===== src/rtl/latch_load_ctrl_if.sv =====
// Producer handshake and latch-drive bundle for latch_load_ctrl.
// slave is the controller side; master is the producer/latch side.
interface latch_load_ctrl_if #(
  parameter int unsigned WIDTH = 8
);
  logic             in_valid;
  logic [WIDTH-1:0] in_data;
  logic             in_ready;
  logic             lat_en_n;
  logic [WIDTH-1:0] lat_d;
  logic             busy;
  logic             done;
  logic [7:0]       load_count;

  modport master (
    output in_valid, in_data,
    input  in_ready, lat_en_n, lat_d, busy, done, load_count
  );

  modport slave (
    input  in_valid, in_data,
    output in_ready, lat_en_n, lat_d, busy, done, load_count
  );
endinterface


===== src/rtl/latch_load_ctrl.sv =====
// Load sequencer for an active-low-enable transparent latch: accept a word,
// settle it, open the latch for OPEN_CYCLES, then hold data for HOLD_CYCLES.
module latch_load_ctrl #(
  parameter int unsigned WIDTH       = 8,
  parameter int unsigned OPEN_CYCLES = 2,
  parameter int unsigned HOLD_CYCLES = 1
) (
  input logic              clk,
  input logic              reset,
  latch_load_ctrl_if.slave bus
);

  localparam int unsigned CNT_W  = 4;
  localparam int unsigned LCNT_W = 8;

  localparam logic [1:0] S_IDLE  = 2'd0;
  localparam logic [1:0] S_SETUP = 2'd1;
  localparam logic [1:0] S_OPEN  = 2'd2;
  localparam logic [1:0] S_HOLD  = 2'd3;

  localparam logic [CNT_W-1:0] OPEN_LOAD = CNT_W'(OPEN_CYCLES - 1);
  localparam logic [CNT_W-1:0] HOLD_LOAD = CNT_W'(HOLD_CYCLES - 1);

  logic [1:0]        state_q,      state_d;
  logic [CNT_W-1:0]  cnt_q,        cnt_d;
  logic [WIDTH-1:0]  lat_d_q,      lat_d_d;
  logic              lat_en_n_q,   lat_en_n_d;
  logic              in_ready_q,   in_ready_d;
  logic              done_q,       done_d;
  logic [LCNT_W-1:0] load_count_q, load_count_d;

  // lat_d moves only on accept and lat_en_n only on SETUP->OPEN / OPEN->HOLD,
  // so the two never change on the same edge.
  always_comb begin
    state_d      = state_q;
    cnt_d        = cnt_q;
    lat_d_d      = lat_d_q;
    lat_en_n_d   = lat_en_n_q;
    in_ready_d   = in_ready_q;
    done_d       = 1'b0;
    load_count_d = load_count_q;
    case (state_q)
      S_IDLE: begin
        if (bus.in_valid && in_ready_q) begin
          lat_d_d    = bus.in_data;
          in_ready_d = 1'b0;
          state_d    = S_SETUP;
        end
      end
      S_SETUP: begin
        lat_en_n_d = 1'b0;
        cnt_d      = OPEN_LOAD;
        state_d    = S_OPEN;
      end
      S_OPEN: begin
        if (cnt_q == CNT_W'(0)) begin
          lat_en_n_d = 1'b1;
          cnt_d      = HOLD_LOAD;
          state_d    = S_HOLD;
        end else begin
          cnt_d = cnt_q - CNT_W'(1);
        end
      end
      S_HOLD: begin
        if (cnt_q == CNT_W'(0)) begin
          in_ready_d   = 1'b1;
          done_d       = 1'b1;
          load_count_d = load_count_q + LCNT_W'(1);
          state_d      = S_IDLE;
        end else begin
          cnt_d = cnt_q - CNT_W'(1);
        end
      end
      default: begin
        state_d    = S_IDLE;
        lat_en_n_d = 1'b1;
        in_ready_d = 1'b1;
      end
    endcase
  end

  // Reset closes the latch at once and drops any in-flight word.
  always_ff @(posedge clk or posedge reset) begin
    if (reset) begin
      state_q      <= S_IDLE;
      cnt_q        <= '0;
      lat_d_q      <= '0;
      lat_en_n_q   <= 1'b1;
      in_ready_q   <= 1'b1;
      done_q       <= 1'b0;
      load_count_q <= '0;
    end else begin
      state_q      <= state_d;
      cnt_q        <= cnt_d;
      lat_d_q      <= lat_d_d;
      lat_en_n_q   <= lat_en_n_d;
      in_ready_q   <= in_ready_d;
      done_q       <= done_d;
      load_count_q <= load_count_d;
    end
  end

  assign bus.in_ready   = in_ready_q;
  assign bus.lat_en_n   = lat_en_n_q;
  assign bus.lat_d      = lat_d_q;
  assign bus.done       = done_q;
  assign bus.load_count = load_count_q;
  assign bus.busy       = (state_q != S_IDLE);

endmodule


===== src/flat_wrapper.sv =====
// flat-port wrapper written by rule: the top's interface ports become plain ports
module latch_load_ctrl_flat 
#(
  parameter int unsigned WIDTH       = 8,
  parameter int unsigned OPEN_CYCLES = 2,
  parameter int unsigned HOLD_CYCLES = 1
)
  (clk, reset, bus_in_valid, bus_in_data, bus_in_ready, bus_lat_en_n, bus_lat_d, bus_busy, bus_done, bus_load_count);
  latch_load_ctrl_if #(.WIDTH(WIDTH)) bus_i ();
  input logic clk;
  input logic reset;
  input wire logic [$bits(bus_i.in_valid)-1:0] bus_in_valid;
  input wire logic [$bits(bus_i.in_data)-1:0] bus_in_data;
  output wire logic [$bits(bus_i.in_ready)-1:0] bus_in_ready;
  output wire logic [$bits(bus_i.lat_en_n)-1:0] bus_lat_en_n;
  output wire logic [$bits(bus_i.lat_d)-1:0] bus_lat_d;
  output wire logic [$bits(bus_i.busy)-1:0] bus_busy;
  output wire logic [$bits(bus_i.done)-1:0] bus_done;
  output wire logic [$bits(bus_i.load_count)-1:0] bus_load_count;
  assign bus_i.in_valid = bus_in_valid;
  assign bus_i.in_data = bus_in_data;
  assign bus_in_ready = bus_i.in_ready;
  assign bus_lat_en_n = bus_i.lat_en_n;
  assign bus_lat_d = bus_i.lat_d;
  assign bus_busy = bus_i.busy;
  assign bus_done = bus_i.done;
  assign bus_load_count = bus_i.load_count;
  latch_load_ctrl #(.WIDTH(WIDTH), .OPEN_CYCLES(OPEN_CYCLES), .HOLD_CYCLES(HOLD_CYCLES)) u_core (.clk(clk), .reset(reset), .bus(bus_i));
endmodule

===== config.mk =====
export PLATFORM = sky130hd
export DESIGN_NAME = latch_load_ctrl_flat
export DESIGN_NICKNAME = d
export VERILOG_FILES = /design/src/rtl/latch_load_ctrl_if.sv /design/src/rtl/latch_load_ctrl.sv /design/src/flat_wrapper.sv
export SDC_FILE = /design/constraint.sdc
export NUM_CORES = 1
export LEC_CHECK = 0
export ABC_AREA = 1
export BUFFER_PORTS_ARGS = -buffer_cell sky130_fd_sc_hd__buf_4
export CAP_MARGIN = 30
export CORE_ASPECT_RATIO = 0.6
export CORE_MARGIN = 3
export CORE_UTILIZATION = 59
export CTS_BUF_LIST = sky130_fd_sc_hd__clkbuf_2 sky130_fd_sc_hd__clkbuf_4 sky130_fd_sc_hd__clkbuf_8
export CTS_CLUSTER_DIAMETER = 200
export DETAILED_ROUTE_END_ITERATION = 8
export GPL_ROUTABILITY_DRIVEN = 1
export PLACE_DENSITY = 0.95
export SETUP_SLACK_MARGIN = 0.05
export SLEW_MARGIN = 10
export SYNTH_ARGS = -nofsm -noshare
export SYNTH_HDL_FRONTEND = slang
export SYNTH_SLANG_ARGS = --single-unit

===== constraint.sdc =====
create_clock -name clk -period 2.3 [get_ports clk]
set_clock_uncertainty 0.2 [all_clocks]
set_input_delay 0.115 -clock clk [delete_from_list [all_inputs] [get_ports clk]]
set_output_delay 0.115 -clock clk [all_outputs]
set_load 0.05 [all_outputs]

==> summary.md <==
| Metric | Value |
|---|---|
| Post-synth top cells | nand2_1 (39), dfrtp_1 (23), inv_1 (22), mux2_2 (8), nor2_1 (7) |
| # fillers | 91 |
| Post-Route WL | 3701 um |
| Worst slew margin | 78.88% |
| Mapped Area | 1286 um2 |
| Iteration-0 DRC Markers | 134 |
| Top cell type's share of synthesized area | 44.75% |
| Critical Path RT | 1.99 ns |
| Asr flop ratio synth | 100.0% |
| Unique masters post-synth | 23 |
| Post-Layout Cell Count | 211 |
| CTS buffer count | 3 |
| Max FO, Critical Path | 7 |
| Area growth, synth to finish | 30.16% |
| Initial Util | 65.90% |
| CP Data Arrival Time | 1.74 ns |
| Fin worst setup slack | 0.2488 ns |
| First-pass GRT wire length | 6023 um |
| Busiest layer in global routing | met2 |
| H-tree levels | 1 |
| Worst slack at placement | 0.6445 ns |
| Slew Limit Fails | 0 |
| Post-synthesis sequential area ratio | 48.83% |
| Routability Congestion | 0.8366 |
| Fin util | 85.77% |
| Root buf cell | clkbuf_4 |
| RSZ-0062 raised after global routing | no |
| Minimum clock period | 2.051 ns |
| Largest area contributor in the netlist | dfrtp_1 |
| Clock Latency Late Sink | 0.34 ns |
| Syn avg cell area | 9.253 um2 |
| Via-to-Cell Ratio | 5.773 |
| Post-Place Cell Area | 1554 um2 |
| M1 GR Usage | 36.43% |
| Post-Syn Instances | 139 |
| CP Class | flop to output port |
| Nets | 201 |
| DP HPWL | 2250 um |
| 1st-pass router iterations | 6 |
| Status | finished, final reports clean |
| FF+latch area | 628.1 um2 |
| Met2 Use GR | 44.97% |
| Share of post-route cells with drive strength above 1 | 30.05% |
| Post-cts sizing count | 0 |
| Tightest Pin Transition | 0.3169 ns |
| Total congestion overflow | 0 |
| Final setup viols | 0 |
| Area contributors post-synth | dfrtp_1 (45%), nand2_1 (11%), mux2_2 (7.0%), inv_1 (6.4%), ha_1 (5.8%) |
| Count of flip-flops with a built-in enable after synthesis | 0 |
| Port bufs | 30 |
| Die ar. | 2794 um2 |
| Setup TNS | 0 ns |
| Max Clk Rate | 487.5 MHz |
| Most frequent cell after synthesis | nand2_1 |
| Syn nets | 156 |
| Design Area, Final | 1674 um2 |
| Max_cap viols | 0 |
| YS warnings | 0 |
| Worst min-delay path category | input pin to flop |
| Clock Path Buffers | 2 |
| Routing usage on met3 | 10.46% |
| Die Ht | 42.17 um |
| Std-Cell Core Area | 1952 um2 |
| CP startpoint kind | flop |
| Leak pwr | 0.9272 nW |
| Row Count | 12 |
| Initial antenna violation count | 0 |
| Multi-input logic area | 566.8 um2 |
| GRT Total Usage | 29.20% |
| Io pins | 31 |
| Yosys reg bits | 25 |
| DP Cell Count | 198 |
| Post-detailed-route count of antenna-violating nets | 0 |
| DRC errors left | 0 |
| Final hold vios | 0 |
| Die width | 66.28 um |
| PwrDens | 409.1 nW/um2 |
| Clk sinks | 25 |
| TritonCTS clock tree | yes |
| N_diodes | 0 |
| Worst setup EP type | output port |
| Maximum VDD drop | 0.4535 mV |
| CTS clk-pin slew, worst paths | 0.15 ns |
| Ys flop type | dfrtp_1 |
| Largest net degree at the start of global routing | 26 |
| Routed via count | 1218 |
| Tcrit/Tclk final | 89.18% |
| WL/cell | 17.54 um |
| Vias in the first global route | 1230 |
-- cells in the final DEF, fill, tap and decap left out, drive strengths merged --
cell type    synthesis  final
ha                   6      6
clkbuf               0      3
a21oi                1      1
mux2                 8      8
nand3                9      9
nor2                 9      9
nand2               42     42
buf                  0     31
xor2                 3      3
dfstp                2      2
nand3b               1      1
dlygate4sd3          0      9
clkinvlp             0      1
dfrtp               23     23
inv                 23     23
o21ai                6      6
o2111ai              1      1
nand4                4      4
xnor2                1      1
-- sequential cells by signal, summed over array words and instances (netlist names) --
signal / cells
u_core.bus.lat_d: 8
u_core.bus.done: 1
u_core.bus.in_ready: 1
u_core.bus.lat_en_n: 1
u_core.bus.load_count: 8
u_core.state_q: 2
u_core.cnt_q: 4
-- cell families (layout without fill, tap and decap cells) --
kind of cell             Yosys count  after routing  share of synthesized area [%]
AND/OR/NAND/NOR                   65             65                          24.81
flip-flops                        25             25                          48.83
buffers and inverters             23             67                          7.101
AO/OA/AOI/OAI                      8              8                          3.696
multiplexers                       8              8                          7.004
adder cells (fa/ha/maj)            6              6                          5.836
XOR/XNOR                           4              4                          2.724
-- through the flow --
stage | power, mW | hold slack (ns)
floorplan | 0.4546 | -0.05916
global placement | 0.4704 | -0.01821
detailed placement | 0.4714 | -0.002829
CTS | 0.6887 | 0.006334
global route | 0.7117 | 0.06458
finish | 0.6848 | 0.06319
-- final timing paths --
check / from / to / slack (ns) / cells after the start
min in group asynchronous: reset / u_core.state_q[0]$_DFFE_PP0P_ / 0.19 / 4
worst max-delay path: u_core.state_q[0]$_DFFE_PP0P_ / bus_busy / 0.25 / 4
worst min register to register: u_core.bus.lat_en_n$_DFFE_PP1P_ / u_core.bus.lat_en_n$_DFFE_PP1P_ / 0.30 / 2
worst min-delay path: bus_in_valid / u_core.bus.lat_d[5]$_DFFE_PP0P_ / 0.06 / 3
worst max register to register: u_core.state_q[0]$_DFFE_PP0P_ / u_core.cnt_q[3]$_DFFE_PP0P_ / 0.51 / 7
max in group asynchronous: reset / u_core.bus.lat_en_n$_DFFE_PP1P_ / 1.42 / 4
-- worst max-delay path, stage by stage, from the launching register on --
cell and delay (ns):
dfrtp_1 0.47, inv_1 0.11, ha_1 0.29, inv_1 0.25, buf_4 0.27
-- power breakdown --
| part | internal (mW) | leakage, nW | switching (mW) | total (mW) |
|---|---|---|---|---|
| combinational | 0.0219 | 0.571 | 0.0140 | 0.0359 |
| sequential | 0.440 | 0.342 | 0 | 0.440 |
| clock | 0.0668 | 0.0139 | 0.142 | 0.209 |
-- routing by layer --
| layer | vias up | wire length [um] |
|---|---|---|
| met5 | - | 0 |
| met4 | 0 | 183 |
| met3 | 25 | 420 |
| met2 | 107 | 1636 |
| met1 | 561 | 1461 |
| li1 | 525 | - |
-- timing repair --
| item | CTS | global route |
|---|---|---|
| buffers inserted | 0 | 0 |
| endpoints found under the setup margin | 0 | 0 |
| hold buffers | 9 | 0 |
| endpoints found under the hold margin | 33 | 0 |
-- final cells by class --
cell class,instances,area share [%]
clock inverters,1,0.4484
inverters,23,5.456
well taps,28,2.093
clock buffers,3,1.345
repair buffers,40,19.28
multi-input cells,91,33.86
flip-flops and latches,25,37.52
(Power assumes the default switching activity.)
